## config.mk

```make
export PLATFORM = sky130hd
export DESIGN_NAME = kij_pass_scheduler
export DESIGN_NICKNAME = d
export VERILOG_FILES = /design/src/rtl/kij_pass_scheduler.sv
export SDC_FILE = /design/constraint.sdc
export NUM_CORES = 1
export LEC_CHECK = 0
export BUFFER_PORTS_ARGS = -buffer_cell sky130_fd_sc_hd__buf_2
export CORE_MARGIN = 2
export CORE_UTILIZATION = 60
export CTS_CLUSTER_SIZE = 25
export DETAILED_ROUTE_END_ITERATION = 12
export PLACE_DENSITY = 0.84
export SYNTH_ARGS = -nofsm -noshare
export SYNTH_HDL_FRONTEND = slang
export SYNTH_SLANG_ARGS = --single-unit
```

## constraint.sdc

```tcl
create_clock -name clk -period 2.7 [get_ports clk]
set_input_delay 0.54 -clock clk [delete_from_list [all_inputs] [get_ports clk]]
set_output_delay 0.54 -clock clk [all_outputs]
set_load 0.02 [all_outputs]
```

## src/rtl/kij_pass_scheduler.sv

```systemverilog
// rtl/kij_pass_scheduler.sv - sequences K*K weight-load/settle/run passes and a final psum readout
module kij_pass_scheduler #(
  parameter int                K            = 3,
  parameter int                KIJ_W        = 4,
  parameter int                LEN_NIJ      = 16,
  parameter int                ADDR_W       = 11,
  parameter logic [ADDR_W-1:0] WGT_BASE     = 11'h400,
  parameter int                SETTLE_CYC   = 5,
  parameter int                DONE_TIMEOUT = 1024
) (
  input  logic                       clk,
  input  logic                       reset,
  input  logic                       layer_start,
  input  logic                       abort,
  output logic                       layer_busy,
  output logic                       layer_done,
  output logic                       error,
  output logic                       wgt_req,
  output logic [ADDR_W-1:0]          wgt_base_addr,
  input  logic                       wgt_ack,
  output logic [KIJ_W-1:0]           kij,
  output logic                       rchip,
  output logic                       core_start,
  input  logic                       core_done,
  output logic                       final_mem_read,
  output logic [$clog2(LEN_NIJ)-1:0] final_addr
);

  localparam int FA_W  = $clog2(LEN_NIJ);
  localparam int SET_W = $clog2(SETTLE_CYC + 1);
  localparam int RUN_W = $clog2(DONE_TIMEOUT + 1);

  localparam logic [KIJ_W-1:0] KIJ_LAST    = KIJ_W'(K * K - 1);
  localparam logic [FA_W-1:0]  ADDR_LAST   = FA_W'(LEN_NIJ - 1);
  localparam logic [SET_W-1:0] SETTLE_LAST = SET_W'(SETTLE_CYC);
  localparam logic [RUN_W-1:0] RUN_LAST    = RUN_W'(DONE_TIMEOUT - 1);

  typedef enum logic [2:0] {
    S_IDLE, S_LOAD_W, S_SETTLE, S_RUN, S_DRAIN, S_FINAL, S_DONE
  } state_t;

  state_t           state;
  logic [SET_W-1:0] settle_cnt;
  logic [RUN_W-1:0] run_cnt;

  // Bank select follows kij directly so it can never move under an active core pass.
  assign rchip         = kij[0];
  assign wgt_base_addr = wgt_req ? WGT_BASE : '0;

  always_ff @(posedge clk or negedge reset) begin
    if (!reset) begin
      state          <= S_IDLE;
      kij            <= '0;
      layer_busy     <= 1'b0;
      layer_done     <= 1'b0;
      error          <= 1'b0;
      wgt_req        <= 1'b0;
      core_start     <= 1'b0;
      final_mem_read <= 1'b0;
      final_addr     <= '0;
      settle_cnt     <= '0;
      run_cnt        <= '0;
    end else if (abort) begin
      // Abort wins over every handshake seen this cycle; error is left as it stands.
      state          <= S_IDLE;
      kij            <= '0;
      layer_busy     <= 1'b0;
      layer_done     <= 1'b0;
      wgt_req        <= 1'b0;
      core_start     <= 1'b0;
      final_mem_read <= 1'b0;
      final_addr     <= '0;
      settle_cnt     <= '0;
      run_cnt        <= '0;
    end else begin
      layer_done <= 1'b0;
      case (state)
        S_IDLE: begin
          if (layer_start) begin
            state      <= S_LOAD_W;
            kij        <= '0;
            error      <= 1'b0;
            wgt_req    <= 1'b1;
            layer_busy <= 1'b1;
          end
        end
        S_LOAD_W: begin
          if (wgt_ack) begin
            wgt_req    <= 1'b0;
            settle_cnt <= '0;
            state      <= S_SETTLE;
          end
        end
        S_SETTLE: begin
          if (settle_cnt == SETTLE_LAST) begin
            core_start <= 1'b1;
            run_cnt    <= '0;
            state      <= S_RUN;
          end else begin
            settle_cnt <= settle_cnt + SET_W'(1);
          end
        end
        S_RUN: begin
          if (core_done) begin
            core_start <= 1'b0;
            state      <= S_DRAIN;
          end else if (run_cnt == RUN_LAST) begin
            error      <= 1'b1;
            core_start <= 1'b0;
            kij        <= '0;
            layer_busy <= 1'b0;
            state      <= S_IDLE;
          end else begin
            run_cnt <= run_cnt + RUN_W'(1);
          end
        end
        S_DRAIN: begin
          if (!core_done) begin
            if (kij == KIJ_LAST) begin
              final_mem_read <= 1'b1;
              final_addr     <= '0;
              state          <= S_FINAL;
            end else begin
              kij     <= kij + KIJ_W'(1);
              wgt_req <= 1'b1;
              state   <= S_LOAD_W;
            end
          end
        end
        S_FINAL: begin
          if (final_addr == ADDR_LAST) begin
            final_mem_read <= 1'b0;
            final_addr     <= '0;
            layer_done     <= 1'b1;
            state          <= S_DONE;
          end else begin
            final_addr <= final_addr + FA_W'(1);
          end
        end
        S_DONE: begin
          kij        <= '0;
          layer_busy <= 1'b0;
          state      <= S_IDLE;
        end
        default: state <= S_IDLE;
      endcase
    end
  end

endmodule

```

==> metrics.txt, run 1 <==
Inserted Diodes=0; worst path required time=2.93 ns; status=completed; Worst path depth=6; Final Hold Vio Count=0; vias in the first global route=1386; Slowest cell on crit path=nor4_4; Max-slew headroom=54.7%; synthesis-to-layout area growth=7.17%; Cell Chain, Critical Path=ha_1 -> nand4_2 -> nor4_4 -> a21oi_2 -> or2_1 -> a211o_1; Worst Setup SP=run_cnt[0]$_DFFE_PN0P_; DR pass1 iterations=4; clk_skew=0.00768 ns; r2r setup slk=0.64 ns; startpoint types=flip-flop; I/O Buffers=21; Power per Cell Area=559 nW/um^2; full die area=3670 um^2; CTS H-Tree Depth=2; # resized after CTS=0; max-cap violations=0; Die Height=60.6 um; FMAX=486 MHz; Seq cells post-synth=31; Pins Over Slew Limit=0; share of layout cells above drive strength 1=16.4%; pin count of the biggest net entering global routing=32; Critical Path AT=2.29 ns; minimum clock period=2.06 ns; final setup violation count=0; CTS tree=built; Root Buffer=clkbuf_4; fin util=67.4%; post-synthesis sequential area ratio=40.4%; FF-to-FF path depth=6; Crit path max-delay family=simple AND/OR/NAND/NOR gates; FF-to-FF End=kij[3]$_DFFE_PN0P_; Buf/Inv on CP=0; Routed WL=3740 um; Reg clk slew, reported paths=0.10 ns; initial antenna violation count=0; Cell variety after synth=49; post-CTS setup buffers=0; Ys Warns=0; Via-to-Cell Ratio=5.79; Slew @ Worst Pin=0.679 ns; Routability Congestion=0.834; Pleak=0.983 nW; 1st-iter DRT viols=117; Vias=1634; unrepaired setup endpoints after global routing=false; Filler Cells Inserted=267; Bufs on Longest Clock Path=2; remaining antenna violation count=0; placed cell areas=2000 um^2; starting density of the core=62.9%; mapped cell area=1920 um^2; CTS sink cnt=31; number of flops mapped to enable cells by yosys=0; hpwl dp=2630 um; Num CTS Buffers=5; Hold Crit Class=input port to asynchronous set/reset pin; WS Path Type=flip-flop to flip-flop; Avg Cell Area, Syn=8.72 um^2; crit share post-route=76.2%; Post-Synthesis Cells=220; Worst Setup EP=kij[3]$_DFFE_PN0P_; hold_buf cts=0; Worst setup EP type=flip-flop; global route overflow=0; fin nets=250; first-pass GRT wire length=6200 um; peak supply drop=0.312 mV; # rows=20; core area=3050 um^2; clk_lat worst skew=0.34 ns; io pins=32; setup TNS=0 ns; Final Instance Area=2060 um^2; top_reg_cell synth=dfrtp_1; Async SR Flop Fraction=100%; WL per Instance=13.3 um; drc violations=0; worst-path maximum fanout=5; FF-to-FF Start=run_cnt[0]$_DFFE_PN0P_; die width=60.6 um; gr usage total=22.5%; critical path's largest stage delay=0.41 ns
==> layout make-up <==
type | count | area, um^2 | area share (%)
clock buffer | 6 | 51.3 | 2.49
timing repair buffer | 23 | 120 | 5.84
sequential | 31 | 776 | 37.7
inverter | 8 | 30.0 | 1.46
multi-input combinational | 169 | 1020 | 49.6
clock inverter | 1 | 5.00 | 0.243
tap | 44 | 55.1 | 2.68
==> cells in the mapped netlist, drive strengths merged (3+ instances only) <==
library cell,n,share of area (%)
clkbuf,4,0.78
buf,17,5.9
nand2,20,4.0
nand3,10,2.6
nor3,8,2.1
ha,6,3.9
a31oi,8,2.6
o21ai,23,6.0
dfrtp,31,40
inv,8,1.6
nand2b,5,1.6
a22o,3,1.4
and3,5,1.6
and2,3,0.98
nor2,17,3.3
a211oi,3,1.2
a21oi,11,3.1
nor2b,6,2.0
==> report_power, final <==
group	total, mW	internal [mW]	switching [mW]
Combinational	0.300	0.119	0.180
Clock	0.283	0.121	0.163
Sequential	0.566	0.498	0.0686
Total	1.15	0.737	0.412
==> flip-flops by register name, summed over array words and instances (netlist names) <==
| signal | cells |
|---|---|
| core_start | 1 |
| error | 1 |
| final_addr | 4 |
| final_mem_read | 1 |
| kij | 4 |
| layer_busy | 1 |
| layer_done | 1 |
| run_cnt | 11 |
| settle_cnt | 3 |
| state | 3 |
| wgt_req | 1 |
==> worst min-delay path by stage <==
| stage | from | end | slack, ns | cells past startpoint |
|---|---|---|---|---|
| floorplan | reset | core_start$_DFFE_PN0P_ | 0.24 | 0 |
| global placement | final_addr[3]$_DFFE_PN0P_ | final_addr[3]$_DFFE_PN0P_ | 0.49 | 1 |
| detailed placement | final_addr[3]$_DFFE_PN0P_ | final_addr[3]$_DFFE_PN0P_ | 0.50 | 1 |
| CTS | reset | kij[2]$_DFFE_PN0P_ | 0.24 | 1 |
| global route | reset | kij[2]$_DFFE_PN0P_ | 0.26 | 1 |
| finish | reset | kij[2]$_DFFE_PN0P_ | 0.23 | 1 |
==> logic make-up (layout without fill, tap and decap cells) <==
kind of cell               after synthesis  in the layout  synth area share (%)
adders and majority gates                6              6                  3.91
buffers and inverters                   29             38                  8.21
DFF                                     31             31                  40.4
and+or+nand+nor                         87             87                  24.4
AOI/OAI and AO/OA                       61             61                  20.2
xor gates and xnor gates                 1              1                 0.456
muxes                                    4              4                  2.22
other                                    1             10                 0.195
==> layout by cell type, fill, tap and decap left out, drive strengths merged, types with 3 or more instances in the layout <==
cell / n
dfrtp: 31
o21ai: 23
buf: 23
nand2: 20
nor2: 17
a21oi: 11
nand3: 10
conb: 10
inv: 8
a31oi: 8
nor3: 8
nor2b: 6
ha: 6
clkbuf: 6
and3: 5
nand2b: 5
and2: 3
a211oi: 3
a22o: 3
==> worst register-to-register path: stages, from the launching register on <==
cell     delay, ns
dfrtp_1       0.40
ha_1          0.23
nand4_2       0.19
nor4_4        0.41
a21oi_2       0.14
or2_1         0.28
a211o_1       0.31
==> metal layers <==
metal / GRT usage, % / share of wire [%] / vias to the layer above
met5: 0 / 0 / -
met1: 32.3 / 48 / 775
li1: - / - / 802
met4: 5.59 / 0.11 / 0
met3: 7.04 / 5.8 / 2
met2: 33.5 / 46 / 55
==> stage by stage <==
step	worst slack (ns)	cells	hold WS (ns)	total power, mW
after floorplan	0.872	229	0.244	0.813
after global placement	0.691	275	0.487	0.869
after detailed placement	0.653	275	0.497	0.872
after CTS	0.650	282	0.238	1.15
after global routing	0.501	282	0.259	1.22
final	0.642	282	0.232	1.15
Note: power is estimated with default switching activity, not from simulation.
==> run 2, diff against run 1 <==
Settings changed: CORE_UTILIZATION 60 to 56, PLACE_DENSITY 0.84 to 0.79.
Clock period 2.7 ns to 2 ns, I/O delays scaled along.
==> metrics.txt, run 2 (synthesized netlist as in run 1, its figures left out) <==
status=completed; worst-path maximum fanout=5; Largest register FFs=11; Switch Pwr=0.578 mW; worst path required time=2.22 ns; 1st-iter DRT viols=92; FMAX=531 MHz; initial antenna violation count=0; startpoint types=flip-flop; Routed WL=4080 um; CTS sink cnt=31; Worst path depth=6; Num CTS Buffers=5; FF-to-FF End=kij[3]$_DFFE_PN0P_; most frequent cells in the layout=31 x dfrtp_1, 23 x o21ai_0, 21 x buf_2; area of the multi-input gates=1020 um^2; peak supply drop=0.393 mV; CTS tree=built; fin nets=259; Root Buffer=clkbuf_4; biggest regs=run_cnt (11), final_addr (4), kij (4); combinational power share=31.2%; vias in the first global route=1599; hold_buf cts=0; Reg clk slew, reported paths=0.10 ns; Pleak=1.03 nW; FF-to-FF path depth=6; io pins=32; unrepaired setup endpoints after global routing=false; WS Path Type=flip-flop to flip-flop; CTS H-Tree Depth=2; # rows=21; Final Instance Area=2130 um^2; Vias=1697; Buf/Inv on CP=0; Worst Slack Setup Final=0.118 ns; first-pass GRT wire length=7020 um; core area=3310 um^2; r2r setup slk=0.12 ns; final setup violation count=0; Hold Crit Class=input port to asynchronous set/reset pin; clk_skew=0.00678 ns; drc violations=0; Max-slew headroom=54.8%; gr usage total=22.4%; max-cap violations=0; critical path's largest stage delay=0.40 ns; hpwl dp=2970 um; minimum clock period=1.88 ns; WL per Instance=13.9 um; switching share of power=36.6%; commonest non-fill, non-tap cell in the layout=dfrtp_1; Final Hold Vio Count=0; die width=62.5 um; remaining antenna violation count=0; pin count of the biggest net entering global routing=32; starting density of the core=58.0%; share of layout cells above drive strength 1=20.6%; Pint=1.00 mW; Filler Cells Inserted=309; dpl ws=0.0642 ns; global route overflow=0; Slowest cell on crit path=dfrtp_1; Via-to-Cell Ratio=5.77; full die area=3910 um^2; Routability Congestion=0.803; crit share post-route=94.1%; synthesis-to-layout area growth=10.9%; Design Power=1.58 mW; I/O Buffers=21; Crit path max-delay family=simple AND/OR/NAND/NOR gates; DR pass1 iterations=4; storage element area=776 um^2; Cell Chain, Critical Path=ha_2 -> nand4_2 -> nor4_4 -> a21oi_2 -> or2_1 -> a211o_1; Clock Power Share=22.4%; Critical Path AT=2.11 ns; Bufs on Longest Clock Path=2; Worst Setup SP=run_cnt[0]$_DFFE_PN0P_; Worst setup EP type=flip-flop; Die Height=62.5 um; sequential fraction of design power=46.4%; FF-to-FF Start=run_cnt[0]$_DFFE_PN0P_; clk_lat worst skew=0.33 ns; Inserted Diodes=0; placed cell areas=2070 um^2; Slew @ Worst Pin=0.678 ns; Worst Setup EP=kij[3]$_DFFE_PN0P_; Power per Cell Area=742 nW/um^2; Pins Over Slew Limit=0; setup TNS=0 ns; Reg with most FFs=run_cnt
## run 2: cell types whose count changed in the layout (fill, tap and decap cells not counted), sizes merged
cell / change
clkinv: +2
clkbuf: -1
buf: +9
## run 2: how the worst min path moves through the flow
stage                                      endpoint  depth (start not counted)  slack (ns)  startpoint
after CTS                 final_addr[2]$_DFFE_PN0P_                          1        0.11       reset
after global routing      final_addr[2]$_DFFE_PN0P_                          1        0.13       reset
after global placement    final_addr[2]$_DFFE_PN0P_                          1        0.48       reset
after floorplan              core_start$_DFFE_PN0P_                          0        0.10       reset
final                     final_addr[2]$_DFFE_PN0P_                          1        0.09       reset
after detailed placement  final_addr[2]$_DFFE_PN0P_                          1        0.48       reset
## run 2: worst register-to-register path: stages (launching register included)
cell and delay [ns]:
dfrtp_1 0.40, ha_2 0.23, nand4_2 0.18, nor4_4 0.26, a21oi_2 0.14, or2_1 0.27
a211o_1 0.29
## run 2: cell type report
type	count	share of cell area, %
timing repair buffer	32	8.82
clock buffer	5	1.76
sequential	31	36.4
inverter	8	1.41
multi-input combinational	169	48.1
tap	46	2.70
clock inverter	3	0.705
## run 2: through the flow
step	hold slack, ns	utilization, %	instances
2_1_floorplan	0.104	-	229
3_3_place_gp	0.479	62.5	286
3_5_place_dp	0.482	62.5	286
4_1_cts	0.114	64.1	294
5_1_grt	0.131	64.3	294
6_report	0.0923	64.3	294
## run 2: layer usage
metal | GRT usage (%) | routed length (um)
met1 | 28.2 | 1830
met2 | 36.6 | 2000
met3 | 5.77 | 174
met4 | 9.72 | 83
met5 | 0 | 0
## run 2: repair_timing
item                                    in CTS  in global routing
endpoints found under the setup margin       0                  4
buffers inserted                             0                  0
resized for setup                            0                  2
## run 2: power by group through the flow
stage                     sequential [mW]  clock [mW]  combinational [mW]
after floorplan                     0.751           0               0.346
after global placement              0.741           0               0.477
after detailed placement            0.743           0               0.493
after CTS                           0.732       0.362               0.493
after global routing                0.739       0.395               0.548
final                               0.733       0.353               0.492
